**src/rtl/apb_req_master_if.sv**
```systemverilog
// Requester-side request/response handshake plus the APB master bus,
// bundled so the master and its environment share one port list.
interface apb_req_master_if #(
  parameter int APB_ADDR_WIDTH = 12
) ();
  logic                      req_valid_i;
  logic                      req_ready_o;
  logic [APB_ADDR_WIDTH-1:0] req_addr_i;
  logic [31:0]               req_wdata_i;
  logic                      req_write_i;
  logic                      rsp_valid_o;
  logic                      rsp_ready_i;
  logic [31:0]               rsp_rdata_o;
  logic                      rsp_err_o;
  logic [APB_ADDR_WIDTH-1:0] PADDR;
  logic [31:0]               PWDATA;
  logic                      PWRITE;
  logic                      PSEL;
  logic                      PENABLE;
  logic [31:0]               PRDATA;
  logic                      PREADY;
  logic                      PSLVERR;

  modport master (
    input  req_valid_i, req_addr_i, req_wdata_i, req_write_i, rsp_ready_i,
    output req_ready_o, rsp_valid_o, rsp_rdata_o, rsp_err_o,
    output PADDR, PWDATA, PWRITE, PSEL, PENABLE,
    input  PRDATA, PREADY, PSLVERR
  );

  modport slave (
    output req_valid_i, req_addr_i, req_wdata_i, req_write_i, rsp_ready_i,
    input  req_ready_o, rsp_valid_o, rsp_rdata_o, rsp_err_o,
    input  PADDR, PWDATA, PWRITE, PSEL, PENABLE,
    output PRDATA, PREADY, PSLVERR
  );
endinterface

```
**src/rtl/apb_req_master.sv**
```systemverilog
// Single-outstanding APB master: converts one valid/ready request into a
// SETUP/ACCESS transfer with an optional ACCESS-phase timeout.
module apb_req_master #(
  parameter int APB_ADDR_WIDTH = 12,
  parameter int TIMEOUT_CYCLES = 255
) (
  input  logic              CLK,
  input  logic              RSTN,
  apb_req_master_if.master  bus
);

  localparam int          CW  = (TIMEOUT_CYCLES < 1) ? 1 : $clog2(TIMEOUT_CYCLES + 1);
  localparam logic [31:0] TMO = 32'(TIMEOUT_CYCLES);

  typedef enum logic [1:0] {IDLE, SETUP, ACCESS, RESP} state_t;

  state_t                    state_q, state_d;
  logic [CW-1:0]             cnt_q, cnt_d;
  logic [APB_ADDR_WIDTH-1:0] paddr_q, paddr_d;
  logic [31:0]               pwdata_q, pwdata_d;
  logic                      pwrite_q, pwrite_d;
  logic [31:0]               rdata_q, rdata_d;
  logic                      err_q, err_d;
  logic                      timeout;

  // Abort on the ACCESS cycle whose stall would bring the counter to the limit.
  assign timeout = (TMO != 32'd0) && !bus.PREADY && ((32'(cnt_q) + 32'd1) >= TMO);

  always_ff @(posedge CLK or negedge RSTN) begin
    if (!RSTN) begin
      state_q  <= IDLE;
      cnt_q    <= '0;
      paddr_q  <= '0;
      pwdata_q <= '0;
      pwrite_q <= 1'b0;
      rdata_q  <= '0;
      err_q    <= 1'b0;
    end else begin
      state_q  <= state_d;
      cnt_q    <= cnt_d;
      paddr_q  <= paddr_d;
      pwdata_q <= pwdata_d;
      pwrite_q <= pwrite_d;
      rdata_q  <= rdata_d;
      err_q    <= err_d;
    end
  end

  always_comb begin
    state_d  = state_q;
    cnt_d    = cnt_q;
    paddr_d  = paddr_q;
    pwdata_d = pwdata_q;
    pwrite_d = pwrite_q;
    rdata_d  = rdata_q;
    err_d    = err_q;
    case (state_q)
      IDLE: begin
        if (bus.req_valid_i) begin
          state_d  = SETUP;
          cnt_d    = '0;
          paddr_d  = bus.req_addr_i;
          pwrite_d = bus.req_write_i;
          pwdata_d = bus.req_write_i ? bus.req_wdata_i : 32'd0;
        end
      end
      SETUP: state_d = ACCESS;
      ACCESS: begin
        if (bus.PREADY) begin
          state_d = RESP;
          rdata_d = pwrite_q ? 32'd0 : bus.PRDATA;
          err_d   = bus.PSLVERR;
        end else begin
          if (cnt_q != {CW{1'b1}}) cnt_d = cnt_q + 1'b1;
          if (timeout) begin
            state_d = RESP;
            rdata_d = 32'd0;
            err_d   = 1'b1;
          end
        end
      end
      RESP: begin
        // Clear the response on consumption so it reads zero while not valid.
        if (bus.rsp_ready_i) begin
          state_d = IDLE;
          rdata_d = 32'd0;
          err_d   = 1'b0;
        end
      end
      default: state_d = IDLE;
    endcase
  end

  assign bus.req_ready_o = (state_q == IDLE) && RSTN;
  assign bus.PSEL        = (state_q == SETUP) || (state_q == ACCESS);
  assign bus.PENABLE     = (state_q == ACCESS);
  assign bus.PADDR       = paddr_q;
  assign bus.PWDATA      = pwdata_q;
  assign bus.PWRITE      = pwrite_q;
  assign bus.rsp_valid_o = (state_q == RESP);
  assign bus.rsp_rdata_o = (state_q == RESP) ? rdata_q : 32'd0;
  assign bus.rsp_err_o   = (state_q == RESP) && err_q;

endmodule

```
**src/flat_wrapper.sv**
```systemverilog
// flat-port wrapper written by rule: the top's interface ports become plain ports
module apb_req_master_flat 
#(
  parameter int APB_ADDR_WIDTH = 12,
  parameter int TIMEOUT_CYCLES = 255
)
  (CLK, RSTN, bus_req_valid_i, bus_req_addr_i, bus_req_wdata_i, bus_req_write_i, bus_rsp_ready_i, bus_req_ready_o, bus_rsp_valid_o, bus_rsp_rdata_o, bus_rsp_err_o, bus_PADDR, bus_PWDATA, bus_PWRITE, bus_PSEL, bus_PENABLE, bus_PRDATA, bus_PREADY, bus_PSLVERR);
  apb_req_master_if #(.APB_ADDR_WIDTH(APB_ADDR_WIDTH)) bus_i ();
  input  logic CLK;
  input  logic RSTN;
  input wire logic [$bits(bus_i.req_valid_i)-1:0] bus_req_valid_i;
  input wire logic [$bits(bus_i.req_addr_i)-1:0] bus_req_addr_i;
  input wire logic [$bits(bus_i.req_wdata_i)-1:0] bus_req_wdata_i;
  input wire logic [$bits(bus_i.req_write_i)-1:0] bus_req_write_i;
  input wire logic [$bits(bus_i.rsp_ready_i)-1:0] bus_rsp_ready_i;
  output wire logic [$bits(bus_i.req_ready_o)-1:0] bus_req_ready_o;
  output wire logic [$bits(bus_i.rsp_valid_o)-1:0] bus_rsp_valid_o;
  output wire logic [$bits(bus_i.rsp_rdata_o)-1:0] bus_rsp_rdata_o;
  output wire logic [$bits(bus_i.rsp_err_o)-1:0] bus_rsp_err_o;
  output wire logic [$bits(bus_i.PADDR)-1:0] bus_PADDR;
  output wire logic [$bits(bus_i.PWDATA)-1:0] bus_PWDATA;
  output wire logic [$bits(bus_i.PWRITE)-1:0] bus_PWRITE;
  output wire logic [$bits(bus_i.PSEL)-1:0] bus_PSEL;
  output wire logic [$bits(bus_i.PENABLE)-1:0] bus_PENABLE;
  input wire logic [$bits(bus_i.PRDATA)-1:0] bus_PRDATA;
  input wire logic [$bits(bus_i.PREADY)-1:0] bus_PREADY;
  input wire logic [$bits(bus_i.PSLVERR)-1:0] bus_PSLVERR;
  assign bus_i.req_valid_i = bus_req_valid_i;
  assign bus_i.req_addr_i = bus_req_addr_i;
  assign bus_i.req_wdata_i = bus_req_wdata_i;
  assign bus_i.req_write_i = bus_req_write_i;
  assign bus_i.rsp_ready_i = bus_rsp_ready_i;
  assign bus_req_ready_o = bus_i.req_ready_o;
  assign bus_rsp_valid_o = bus_i.rsp_valid_o;
  assign bus_rsp_rdata_o = bus_i.rsp_rdata_o;
  assign bus_rsp_err_o = bus_i.rsp_err_o;
  assign bus_PADDR = bus_i.PADDR;
  assign bus_PWDATA = bus_i.PWDATA;
  assign bus_PWRITE = bus_i.PWRITE;
  assign bus_PSEL = bus_i.PSEL;
  assign bus_PENABLE = bus_i.PENABLE;
  assign bus_i.PRDATA = bus_PRDATA;
  assign bus_i.PREADY = bus_PREADY;
  assign bus_i.PSLVERR = bus_PSLVERR;
  apb_req_master #(.APB_ADDR_WIDTH(APB_ADDR_WIDTH), .TIMEOUT_CYCLES(TIMEOUT_CYCLES)) u_core (.CLK(CLK), .RSTN(RSTN), .bus(bus_i));
endmodule
```
**config.mk**
```make
export PLATFORM = sky130hd
export DESIGN_NAME = apb_req_master_flat
export DESIGN_NICKNAME = d
export VERILOG_FILES = /design/src/rtl/apb_req_master_if.sv /design/src/rtl/apb_req_master.sv /design/src/flat_wrapper.sv
export SDC_FILE = /design/constraint.sdc
export NUM_CORES = 1
export LEC_CHECK = 0
export CAP_MARGIN = 20
export CELL_PAD_IN_SITES_DETAIL_PLACEMENT = 1
export CELL_PAD_IN_SITES_GLOBAL_PLACEMENT = 1
export CORE_ASPECT_RATIO = 0.75
export CORE_MARGIN = 4
export CORE_UTILIZATION = 32
export DETAILED_ROUTE_END_ITERATION = 10
export PLACE_DENSITY = 0.87
export SKIP_LAST_GASP = 1
export SYNTH_ARGS = -nofsm -noshare
export SYNTH_HDL_FRONTEND = slang
export SYNTH_SLANG_ARGS = --single-unit
```
**constraint.sdc**
```tcl
create_clock -name CLK -period 2.7 [get_ports CLK]
set_clock_uncertainty 0.2 [all_clocks]
set_input_delay 0.675 -clock CLK [delete_from_list [all_inputs] [get_ports CLK]]
set_output_delay 0.675 -clock CLK [all_outputs]
set_load 0.05 [all_outputs]
```
==> run_summary.xml, run 1 <==
<?xml version="1.0" encoding="UTF-8"?>
<metrics>
  <group name="cts">
    <metric name="clk_root_buffer_cell" unit="">sky130_fd_sc_hd__clkbuf_16</metric>
    <metric name="cts_tree" unit="">done</metric>
    <metric name="numClockSinks" unit="">88</metric>
    <metric name="numCtsBuffers" unit="">9</metric>
    <metric name="clk_path_buf_depth" unit="">2</metric>
    <metric name="post-cts-setup-buffers" unit="">0</metric>
    <metric name="htreeDepth" unit="">3</metric>
    <metric name="cts_hold_buf" unit="">0</metric>
    <metric name="clkLatencyLatePin" unit="ps">330</metric>
    <metric name="cts_resized" unit="">0</metric>
    <metric name="cts.clk_slew.worst_paths" unit="ps">60</metric>
  </group>
  <group name="timing">
    <metric name="final_min_period_over_clock_period" unit="">0.955</metric>
    <metric name="max_freq" unit="MHz">388</metric>
    <metric name="slew_headroom" unit="">0.568</metric>
    <metric name="period_needed" unit="ps">2580</metric>
    <metric name="finalSetupViolCount" unit="">0</metric>
    <metric name="setup_repair_after_global_routing_missed_its_margin" unit="">no</metric>
    <metric name="setup_tns" unit="ps">0</metric>
    <metric name="hold_viol_final" unit="">0</metric>
    <metric name="worstMarginPinSlew" unit="ps">648</metric>
    <metric name="report.final.slew_viol_count" unit="">0</metric>
  </group>
  <group name="worst_setup_path">
    <metric name="startpoint_type" unit="">register</metric>
    <metric name="worst-path-max-fanout" unit="">37</metric>
    <metric name="required" unit="ps">1820</metric>
    <metric name="timing.critical_path.to_type" unit="">output port</metric>
    <metric name="arrival" unit="ps">1700</metric>
    <metric name="timing_worst_setup_path_type" unit="">reg -&gt; out</metric>
  </group>
  <group name="synthesis">
    <metric name="portion_of_the_post_synthesis_area_used_by_sequential_elements" unit="">0.557</metric>
    <metric name="synth-edff-count" unit="">0</metric>
    <metric name="post_synth.cell_area_avg" unit="um^2">10.6</metric>
    <metric name="count_of_mapped_cells_out_of_synthesis" unit="">373</metric>
    <metric name="synth_top_family_by_area" unit="">simple AND/OR/NAND/NOR gates</metric>
    <metric name="yosys.cell_types.count" unit="">40</metric>
    <metric name="post_synth_fa_ha_maj_area_fraction" unit="">0.0190</metric>
    <metric name="asyncSetResetFlopFracSynth" unit="">1.00</metric>
    <metric name="post_synth_instance_area" unit="mm^2">0.00395</metric>
    <metric name="synth.net_count" unit="">462</metric>
    <metric name="xor_and_xnor_fraction_of_the_mapped_netlist_area" unit="">0.00443</metric>
    <metric name="synth-main-ff-cell" unit="">sky130_fd_sc_hd__dfrtp_1</metric>
    <metric name="synth.mux.area_fraction" unit="">0.0519</metric>
    <metric name="synth_simple_gate_area_share" unit="">0.165</metric>
    <metric name="yosys_register_bits" unit="">88</metric>
    <metric name="synth_compound_gate_area_share" unit="">0.164</metric>
    <metric name="yosys_warns" unit="">0</metric>
  </group>
  <group name="cells_and_area">
    <metric name="antenna-diode-count" unit="">0</metric>
    <metric name="fillCellCount" unit="">1280</metric>
    <metric name="layout-drive-gt1-share" unit="">0.168</metric>
    <metric name="finish.net_count" unit="">621</metric>
    <metric name="area_growth" unit="%">62.8</metric>
    <metric name="layoutNonFillerInstCount" unit="">699</metric>
    <metric name="mostFrequentLayoutCells" unit="">sky130_fd_sc_hd__clkdlybuf4s50_1, sky130_fd_sc_hd__dfrtp_1, sky130_fd_sc_hd__nand2_1, sky130_fd_sc_hd__o21ai_0, sky130_fd_sc_hd__buf_12</metric>
    <metric name="mostFrequentLayoutCell" unit="">sky130_fd_sc_hd__clkdlybuf4s50_1</metric>
  </group>
  <group name="routing">
    <metric name="drt-total-wl" unit="um">12800</metric>
    <metric name="vias" unit="">3450</metric>
    <metric name="drt_first_pass_iters" unit="">4</metric>
    <metric name="avgRoutedWirePerCell" unit="um">18.3</metric>
    <metric name="ant_nets" unit="">0</metric>
    <metric name="drc" unit="">0</metric>
    <metric name="drt_via_density" unit="">4.94</metric>
    <metric name="detailedRoute.firstIterationViolations" unit="">187</metric>
  </group>
  <group name="global_routing">
    <metric name="grt_first_pass_wirelength" unit="um">20400</metric>
    <metric name="gr-usage-all-layers" unit="">0.180</metric>
    <metric name="first_global_vias" unit="">3738</metric>
    <metric name="grt_start_max_net_pins" unit="">78</metric>
    <metric name="globalRoute.totalOverflow" unit="">0</metric>
    <metric name="antenna_found_initial" unit="">0</metric>
  </group>
  <group name="die">
    <metric name="initial_utilization" unit="">0.334</metric>
    <metric name="die_width" unit="um">136</metric>
    <metric name="rows" unit="">34</metric>
    <metric name="chipHeight" unit="um">104</metric>
    <metric name="design.die.area" unit="mm^2">0.0142</metric>
    <metric name="design.portCount" unit="">165</metric>
    <metric name="placeableCoreArea" unit="mm^2">0.0118</metric>
  </group>
  <group name="power">
    <metric name="vdd_ir_drop_max" unit="V">0.000541</metric>
    <metric name="power_density" unit="mW/mm^2">1220</metric>
    <metric name="post_layout_total_power" unit="W">0.00786</metric>
    <metric name="power.leakage" unit="nW">2.78</metric>
  </group>
  <group name="place">
    <metric name="dp_hpwl" unit="um">9600</metric>
    <metric name="final_weighted_congestion_in_routability_driven_placement" unit="">0.865</metric>
    <metric name="place.port_buffers" unit="">164</metric>
    <metric name="dp.cells" unit="">683</metric>
  </group>
  <group name="flow_run">
    <metric name="timing.max_cap.violations" unit="">0</metric>
  </group>
  <group name="status">
    <metric name="status" unit="">finished, final reports clean</metric>
  </group>
  <group name="worst_hold_path">
    <metric name="hold_path.class" unit="">in -&gt; async</metric>
  </group>
</metrics>
kinds of logic (layout without fill, tap and decap cells):
family,Yosys count,in the layout
XOR/XNOR,2,2
flip-flops,88,88
multiplexers,18,18
buffers and inverters,34,198
adder cells (fa/ha/maj),6,6
AND/OR/NAND/NOR,132,132
AO/OA/AOI/OAI,93,93
synth_stat cells, drive strengths merged, types with 2 or more instances:
library cell	instances	share of area
buf	6	0.012
a31oi	2	0.0032
nand4	4	0.0063
nand2b	2	0.0032
ha	6	0.019
a22o	34	0.075
dfrtp	88	0.56
and2	35	0.055
mux2	17	0.049
nor2b	4	0.0063
o21ai	46	0.059
nand4b	2	0.0044
nor2	7	0.0066
inv	7	0.0066
a21oi	3	0.0038
nand2	69	0.066
nand3	3	0.0051
clkbuf	21	0.020
through the flow:
stage	setup slack (ps)	hold WS [ps]	utilization	instance area (um^2)
6_report	121	209	0.544	6430
5_1_grt	6.45	242	0.544	6430
4_1_cts	42.7	214	0.543	6430
3_5_place_dp	30.4	271	0.520	6150
3_3_place_gp	194	260	0.520	6150
2_1_floorplan	20.1	179	-	3950
layer usage:
layer / routed length [um] / GRT usage / up-vias
met3: 1200 / 0.0750 / 9
met2: 6260 / 0.303 / 125
met1: 5210 / 0.215 / 1709
li1: - / - / 1607
met4: 126 / 0.0403 / 0
met5: 0 / 0 / -
area by class of cell:
| class | instances | area, um^2 | area share |
|---|---|---|---|
| inverter | 7 | 26.3 | 0.00408 |
| multi-input combinational | 251 | 1620 | 0.252 |
| timing repair buffer | 175 | 2110 | 0.328 |
| sequential | 88 | 2200 | 0.342 |
| tap | 162 | 203 | 0.0315 |
| clock inverter | 6 | 45.0 | 0.00700 |
| clock buffer | 10 | 229 | 0.0356 |
power by group:
part | leakage (nW) | switching [W] | internal (W) | total, W
Clock | 0.125 | 0.000528 | 0.000628 | 0.00116
Combinational | 1.50 | 0.00268 | 0.00170 | 0.00438
Sequential | 1.15 | 0.000390 | 0.00193 | 0.00232
Total | 2.78 | 0.00360 | 0.00426 | 0.00786
worst max-delay path, stage by stage (launching register included):
cell and delay, ps:
sky130_fd_sc_hd__dfrtp_1 390, sky130_fd_sc_hd__ha_1 220, sky130_fd_sc_hd__buf_4 340, sky130_fd_sc_hd__and2_1 260
sky130_fd_sc_hd__buf_12 160
sequential cells by signal, summed over array words and instances, names as in the netlist:
name / flops
u_core.state_q: 2
u_core.err_q: 1
u_core.rdata_q: 32
u_core.bus.PWDATA: 32
u_core.bus.PWRITE: 1
u_core.bus.PADDR: 12
u_core.cnt_q: 8
final timing paths:
kind / start / end / slack (ps) / depth (start not counted)
min in group CLK: u_core.bus.PWDATA[29]$_DFFE_PN0P_ / u_core.bus.PWDATA[29]$_DFFE_PN0P_ / 280 / 2
worst min-delay path: RSTN / u_core.bus.PWDATA[4]$_DFFE_PN0P_ / 210 / 2
worst max register to register: u_core.cnt_q[1]$_DFFE_PN0P_ / u_core.rdata_q[15]$_DFFE_PN0P_ / 160 / 7
worst max-delay path: u_core.state_q[1]$_DFFE_PN0P_ / bus_rsp_rdata_o[4] / 120 / 4
worst min register to register: u_core.bus.PWDATA[29]$_DFFE_PN0P_ / u_core.bus.PWDATA[29]$_DFFE_PN0P_ / 280 / 2
max in group asynchronous: RSTN / u_core.cnt_q[0]$_DFFE_PN0P_ / 1050 / 3
Note: power is estimated with default switching activity, not from simulation.
==> run 2, diff against run 1 <==
--- a/config.mk
+++ b/config.mk
@@ -8,7 +8,7 @@
 export CAP_MARGIN = 20
 export CELL_PAD_IN_SITES_DETAIL_PLACEMENT = 1
 export CELL_PAD_IN_SITES_GLOBAL_PLACEMENT = 1
-export CORE_ASPECT_RATIO = 0.75
+export CORE_ASPECT_RATIO = 0.9
 export CORE_MARGIN = 4
 export CORE_UTILIZATION = 32
 export DETAILED_ROUTE_END_ITERATION = 10
==> run_summary.xml, run 2 (synthesis gave the netlist of run 1 again) <==
<?xml version="1.0" encoding="UTF-8"?>
<metrics>
  <group name="status">
    <metric name="status" unit="">finished, final reports clean</metric>
  </group>
  <group name="routing">
    <metric name="drt_first_pass_iters" unit="">4</metric>
    <metric name="drt_via_density" unit="">4.99</metric>
    <metric name="vias" unit="">3486</metric>
    <metric name="detailedRoute.firstIterationViolations" unit="">155</metric>
    <metric name="ant_nets" unit="">0</metric>
    <metric name="drt-total-wl" unit="um">12900</metric>
    <metric name="drc" unit="">0</metric>
    <metric name="avgRoutedWirePerCell" unit="um">18.5</metric>
  </group>
  <group name="cells_and_area">
    <metric name="postLayoutCellArea" unit="mm^2">0.00645</metric>
    <metric name="mostFrequentLayoutCell" unit="">sky130_fd_sc_hd__clkdlybuf4s50_1</metric>
    <metric name="layout-drive-gt1-share" unit="">0.167</metric>
    <metric name="mostFrequentLayoutCells" unit="">sky130_fd_sc_hd__clkdlybuf4s50_1, sky130_fd_sc_hd__dfrtp_1, sky130_fd_sc_hd__nand2_1, sky130_fd_sc_hd__o21ai_0, sky130_fd_sc_hd__buf_12</metric>
    <metric name="area_growth" unit="%">63.1</metric>
    <metric name="finish.net_count" unit="">623</metric>
    <metric name="antenna-diode-count" unit="">0</metric>
    <metric name="fin_util" unit="">0.534</metric>
  </group>
  <group name="worst_setup_path">
    <metric name="timing_worst_setup_path_type" unit="">reg -&gt; reg</metric>
    <metric name="startpoint" unit="">u_core.cnt_q[0]$_DFFE_PN0P_</metric>
    <metric name="setup.reg_to_reg.worst_slack" unit="ps">110</metric>
    <metric name="worst-path-max-fanout" unit="">32</metric>
    <metric name="timing.rr.start" unit="">u_core.cnt_q[0]$_DFFE_PN0P_</metric>
    <metric name="timing.critical_path.to_type" unit="">register</metric>
    <metric name="arrival" unit="ps">2610</metric>
    <metric name="required" unit="ps">2720</metric>
    <metric name="number_of_cells_on_the_worst_reg_to_reg_path" unit="">7</metric>
    <metric name="startpoint_type" unit="">register</metric>
    <metric name="r2r-end" unit="">u_core.rdata_q[27]$_DFFE_PN0P_</metric>
    <metric name="timing.critical_path.to" unit="">u_core.rdata_q[27]$_DFFE_PN0P_</metric>
  </group>
  <group name="place">
    <metric name="placement.cell_area" unit="mm^2">0.00616</metric>
    <metric name="place.port_buffers" unit="">164</metric>
    <metric name="final_weighted_congestion_in_routability_driven_placement" unit="">0.872</metric>
    <metric name="dp_hpwl" unit="um">9670</metric>
    <metric name="place_worst_setup_slack" unit="ps">36.2</metric>
  </group>
  <group name="timing">
    <metric name="layout_setup_ws" unit="ps">110</metric>
    <metric name="period_needed" unit="ps">2590</metric>
    <metric name="slew_headroom" unit="">0.509</metric>
    <metric name="setup_tns" unit="ps">0</metric>
    <metric name="setup_repair_after_global_routing_missed_its_margin" unit="">no</metric>
    <metric name="finalSetupViolCount" unit="">0</metric>
    <metric name="report.final.slew_viol_count" unit="">0</metric>
    <metric name="max_freq" unit="MHz">386</metric>
    <metric name="hold_viol_final" unit="">0</metric>
    <metric name="final_min_period_over_clock_period" unit="">0.959</metric>
    <metric name="worstMarginPinSlew" unit="ps">736</metric>
  </group>
  <group name="global_routing">
    <metric name="antenna_found_initial" unit="">0</metric>
    <metric name="grt_start_max_net_pins" unit="">78</metric>
    <metric name="gr-usage-all-layers" unit="">0.188</metric>
    <metric name="grt_first_pass_wirelength" unit="um">21300</metric>
    <metric name="first_global_vias" unit="">3902</metric>
    <metric name="globalRoute.totalOverflow" unit="">0</metric>
  </group>
  <group name="cts">
    <metric name="cts_tree" unit="">done</metric>
    <metric name="numClockSinks" unit="">88</metric>
    <metric name="clk_root_buffer_cell" unit="">sky130_fd_sc_hd__clkbuf_16</metric>
    <metric name="cts_hold_buf" unit="">0</metric>
    <metric name="cts_resized" unit="">0</metric>
    <metric name="htreeDepth" unit="">3</metric>
    <metric name="clk_path_buf_depth" unit="">2</metric>
    <metric name="numCtsBuffers" unit="">9</metric>
    <metric name="post-cts-setup-buffers" unit="">0</metric>
    <metric name="clkLatencyLatePin" unit="ps">340</metric>
    <metric name="cts.clk_slew.worst_paths" unit="ps">60</metric>
  </group>
  <group name="die">
    <metric name="chipHeight" unit="um">113</metric>
    <metric name="design.die.area" unit="mm^2">0.0142</metric>
    <metric name="design.portCount" unit="">165</metric>
    <metric name="die_width" unit="um">125</metric>
    <metric name="rows" unit="">38</metric>
    <metric name="initial_utilization" unit="">0.327</metric>
    <metric name="placeableCoreArea" unit="mm^2">0.0121</metric>
  </group>
  <group name="power">
    <metric name="vdd_ir_drop_max" unit="V">0.000615</metric>
    <metric name="power_density" unit="mW/mm^2">1220</metric>
    <metric name="post_layout_total_power" unit="W">0.00790</metric>
    <metric name="power.leakage" unit="nW">2.80</metric>
  </group>
  <group name="worst_hold_path">
    <metric name="hold_path.class" unit="">in -&gt; async</metric>
  </group>
  <group name="flow_run">
    <metric name="timing.max_cap.violations" unit="">0</metric>
  </group>
</metrics>
## run 2: per-layer routing
layer	global-route usage	wire, um	up-vias
met4	0.0520	202	0
li1	-	-	1604
met2	0.334	6830	118
met1	0.223	5200	1749
met5	0	0	-
met3	0.0548	671	15
## run 2: how the worst min path moves through the flow
| stage | end | cells past startpoint | startpoint |
|---|---|---|---|
| floorplan | u_core.bus.PADDR[0]$_DFFE_PN0P_ | 0 | RSTN |
| global placement | u_core.bus.PWDATA[6]$_DFFE_PN0P_ | 2 | u_core.bus.PWDATA[6]$_DFFE_PN0P_ |
| detailed placement | u_core.bus.PWDATA[28]$_DFFE_PN0P_ | 2 | u_core.bus.PWDATA[28]$_DFFE_PN0P_ |
| CTS | u_core.bus.PWDATA[14]$_DFFE_PN0P_ | 2 | u_core.bus.PWDATA[14]$_DFFE_PN0P_ |
| global route | u_core.bus.PWDATA[1]$_DFFE_PN0P_ | 2 | u_core.bus.PWDATA[1]$_DFFE_PN0P_ |
| finish | u_core.cnt_q[3]$_DFFE_PN0P_ | 2 | RSTN |
## run 2: worst max-delay path, stage by stage, from the launching register on
cell and delay (ps):
sky130_fd_sc_hd__dfrtp_1 460, sky130_fd_sc_hd__ha_1 290, sky130_fd_sc_hd__nand3_2 140, sky130_fd_sc_hd__or3_4 370, sky130_fd_sc_hd__a2111oi_4 400, sky130_fd_sc_hd__o21ai_2 120, sky130_fd_sc_hd__buf_4 260, sky130_fd_sc_hd__a22o_1 230
## run 2: area by class of cell
class | instances | area, um^2
clock buffers | 11 | 243
clock inverters | 5 | 38.8
fillers | 1284 | 5630
inverters | 7 | 26.3
multi-input cells | 251 | 1620
flip-flops and latches | 88 | 2200
well taps | 160 | 200
repair buffers | 177 | 2120
## run 2: power by group
group,internal (W),total [W],leakage (nW),switching (W)
logic,0.00170,0.00439,1.51,0.00269
registers,0.00193,0.00231,1.15,0.000379
clock network,0.000658,0.00119,0.137,0.000535
## run 2: per-stage QoR
step	hold slack, ps	cells
2_1_floorplan	179	373
3_3_place_gp	263	683
3_5_place_dp	271	683
4_1_cts	285	699
5_1_grt	304	699
6_report	278	699
==> run 3, diff against run 2 <==
--- a/config.mk
+++ b/config.mk
@@ -11,7 +11,9 @@
 export CORE_ASPECT_RATIO = 0.9
 export CORE_MARGIN = 4
 export CORE_UTILIZATION = 32
+export CTS_CLUSTER_SIZE = 20
 export DETAILED_ROUTE_END_ITERATION = 10
+export MAX_ROUTING_LAYER = met4
 export PLACE_DENSITY = 0.87
 export SKIP_LAST_GASP = 1
 export SYNTH_ARGS = -nofsm -noshare
==> run_summary.xml, run 3 (synthesis gave the netlist of run 1 again) <==
<?xml version="1.0" encoding="UTF-8"?>
<metrics>
  <group name="place">
    <metric name="place.port_buffers" unit="">164</metric>
    <metric name="place_worst_setup_slack" unit="ps">36.2</metric>
    <metric name="final_weighted_congestion_in_routability_driven_placement" unit="">0.886</metric>
    <metric name="placement.cell_area" unit="mm^2">0.00616</metric>
    <metric name="dp.cells" unit="">683</metric>
    <metric name="dp_hpwl" unit="um">9670</metric>
  </group>
  <group name="timing">
    <metric name="setup_tns" unit="ps">0</metric>
    <metric name="report.final.slew_viol_count" unit="">0</metric>
    <metric name="period_needed" unit="ps">2590</metric>
    <metric name="setup_repair_after_global_routing_missed_its_margin" unit="">no</metric>
    <metric name="whs" unit="ps">272</metric>
    <metric name="layout_setup_ws" unit="ps">113</metric>
    <metric name="worstMarginPinSlew" unit="ps">758</metric>
    <metric name="final_min_period_over_clock_period" unit="">0.958</metric>
    <metric name="finalSetupViolCount" unit="">0</metric>
    <metric name="hold_viol_final" unit="">0</metric>
    <metric name="max_freq" unit="MHz">387</metric>
    <metric name="slew_headroom" unit="">0.495</metric>
  </group>
  <group name="routing">
    <metric name="vias" unit="">3469</metric>
    <metric name="detailedRoute.firstIterationViolations" unit="">151</metric>
    <metric name="drt_via_density" unit="">4.96</metric>
    <metric name="avgRoutedWirePerCell" unit="um">18.4</metric>
    <metric name="drc" unit="">0</metric>
    <metric name="drt-total-wl" unit="um">12900</metric>
    <metric name="drt_first_pass_iters" unit="">4</metric>
    <metric name="ant_nets" unit="">0</metric>
  </group>
  <group name="worst_setup_path">
    <metric name="setup.reg_to_reg.worst_slack" unit="ps">110</metric>
    <metric name="arrival" unit="ps">2610</metric>
    <metric name="cp_slowest_cell" unit="">sky130_fd_sc_hd__dfrtp_1</metric>
    <metric name="required" unit="ps">2730</metric>
    <metric name="number_of_cells_on_the_worst_reg_to_reg_path" unit="">7</metric>
    <metric name="crit_chain" unit="">ha_1 &gt; nand3_2 &gt; or3_4 &gt; a2111oi_4 &gt; o21ai_2 &gt; buf_4 &gt; a22o_1</metric>
    <metric name="worst-path-max-fanout" unit="">32</metric>
    <metric name="startpoint_type" unit="">register</metric>
    <metric name="timing.critical_path.to_type" unit="">register</metric>
    <metric name="timing.rr.start" unit="">u_core.cnt_q[0]$_DFFE_PN0P_</metric>
    <metric name="critPathMaxStageDelay" unit="ps">450</metric>
    <metric name="timing_worst_setup_path_type" unit="">reg -&gt; reg</metric>
    <metric name="r2r-end" unit="">u_core.rdata_q[26]$_DFFE_PN0P_</metric>
  </group>
  <group name="cells_and_area">
    <metric name="seq_area" unit="mm^2">0.00220</metric>
    <metric name="mostFrequentLayoutCells" unit="">sky130_fd_sc_hd__clkdlybuf4s50_1, sky130_fd_sc_hd__dfrtp_1, sky130_fd_sc_hd__nand2_1, sky130_fd_sc_hd__o21ai_0, sky130_fd_sc_hd__buf_12</metric>
    <metric name="finish.net_count" unit="">623</metric>
    <metric name="mostFrequentLayoutCell" unit="">sky130_fd_sc_hd__clkdlybuf4s50_1</metric>
    <metric name="antenna-diode-count" unit="">0</metric>
    <metric name="layout-drive-gt1-share" unit="">0.167</metric>
    <metric name="fillCellCount" unit="">1284</metric>
    <metric name="layoutNonFillerInstCount" unit="">699</metric>
    <metric name="area_growth" unit="%">63.1</metric>
    <metric name="area_of_the_multi_input_gates" unit="mm^2">0.00162</metric>
    <metric name="postLayoutCellArea" unit="mm^2">0.00645</metric>
  </group>
  <group name="cts">
    <metric name="post-cts-setup-buffers" unit="">0</metric>
    <metric name="clkLatencyLatePin" unit="ps">340</metric>
    <metric name="clk_path_buf_depth" unit="">2</metric>
    <metric name="htreeDepth" unit="">3</metric>
    <metric name="numCtsBuffers" unit="">9</metric>
    <metric name="cts_hold_buf" unit="">0</metric>
    <metric name="cts_tree" unit="">done</metric>
    <metric name="numClockSinks" unit="">88</metric>
    <metric name="cts_resized" unit="">0</metric>
    <metric name="clk_root_buffer_cell" unit="">sky130_fd_sc_hd__clkbuf_16</metric>
    <metric name="cts.clk_slew.worst_paths" unit="ps">70</metric>
  </group>
  <group name="global_routing">
    <metric name="first_global_vias" unit="">3905</metric>
    <metric name="grt_first_pass_wirelength" unit="um">21200</metric>
    <metric name="grt_use_met2" unit="">0.334</metric>
    <metric name="antenna_found_initial" unit="">0</metric>
    <metric name="grt_start_max_net_pins" unit="">78</metric>
    <metric name="groute.layer.met1.usage" unit="">0.224</metric>
    <metric name="grt_busiest_layer" unit="">met2</metric>
    <metric name="globalRoute.totalOverflow" unit="">0</metric>
    <metric name="gr-usage-all-layers" unit="">0.193</metric>
    <metric name="met3_usage" unit="">0.0515</metric>
  </group>
  <group name="power">
    <metric name="seq_power_share" unit="">0.292</metric>
    <metric name="power.share.clock" unit="">0.151</metric>
    <metric name="power_density" unit="mW/mm^2">1220</metric>
    <metric name="internal_power" unit="W">0.00429</metric>
    <metric name="power.net_switching" unit="W">0.00361</metric>
    <metric name="power.share.switching" unit="">0.457</metric>
    <metric name="power.combinational.fraction" unit="">0.557</metric>
    <metric name="power.leakage" unit="nW">2.80</metric>
    <metric name="vdd_ir_drop_max" unit="V">0.000616</metric>
  </group>
  <group name="die">
    <metric name="initial_utilization" unit="">0.327</metric>
    <metric name="design.die.area" unit="mm^2">0.0142</metric>
    <metric name="die_width" unit="um">125</metric>
    <metric name="rows" unit="">38</metric>
    <metric name="placeableCoreArea" unit="mm^2">0.0121</metric>
    <metric name="chipHeight" unit="um">113</metric>
    <metric name="design.portCount" unit="">165</metric>
  </group>
  <group name="worst_hold_path">
    <metric name="hold_path.class" unit="">in -&gt; async</metric>
  </group>
  <group name="flow_run">
    <metric name="timing.max_cap.violations" unit="">0</metric>
  </group>
  <group name="status">
    <metric name="status" unit="">finished, final reports clean</metric>
  </group>
</metrics>
==> run 3: per-stage QoR <==
stage	total power, W	utilization
4_1_cts	0.00800	0.534
5_1_grt	0.00832	0.534
6_report	0.00789	0.534
3_5_place_dp	0.00676	0.510
2_1_floorplan	0.00497	-
3_3_place_gp	0.00655	0.510
==> run 3: power groups by stage <==
stage | Clock (W) | Sequential (W) | Combinational [W]
floorplan | 0 | 0.00334 | 0.00163
global placement | 0 | 0.00227 | 0.00428
detailed placement | 0 | 0.00232 | 0.00444
CTS | 0.00124 | 0.00231 | 0.00445
global route | 0.00130 | 0.00239 | 0.00463
finish | 0.00119 | 0.00231 | 0.00439
==> run 3: final cells by class <==
cell class,instances,share of cell area
Clock buffer,11,0.0377
Clock inverter,5,0.00602
Inverter,7,0.00408
Multi-Input combinational cell,251,0.251
Sequential cell,88,0.342
Tap cell,160,0.0311
Timing Repair Buffer,177,0.329
==> run 3: worst max path at each step <==
stage	endpoint	cells past startpoint	slack [ps]	from
6_report	u_core.rdata_q[26]$_DFFE_PN0P_	7	110	u_core.cnt_q[0]$_DFFE_PN0P_
5_1_grt	bus_req_ready_o	4	10	u_core.state_q[0]$_DFFE_PN0P_
4_1_cts	bus_req_ready_o	4	90	u_core.state_q[0]$_DFFE_PN0P_
3_5_place_dp	u_core.rdata_q[2]$_DFFE_PN0P_	7	40	bus_PREADY
3_3_place_gp	u_core.rdata_q[13]$_DFFE_PN0P_	7	170	bus_PREADY
2_1_floorplan	bus_rsp_rdata_o[10]	4	20	u_core.state_q[1]$_DFFE_PN0P_
==> run 3: per-layer routing <==
metal | wire length, um | up-vias
met5 | 0 | -
met4 | 199 | 0
met2 | 6850 | 114
met1 | 5200 | 1733
li1 | - | 1607
met3 | 626 | 15
==> run 3: critical path, delay by kind of cell (launching register included) <==
| family | cells | cell delay, ps |
|---|---|---|
| adder cells (fa/ha/maj) | 1 | 290 |
| AND/OR/NAND/NOR | 2 | 510 |
| AO/OA/AOI/OAI | 3 | 750 |
| buffers and inverters | 1 | 260 |
| flip-flops | 1 | 450 |
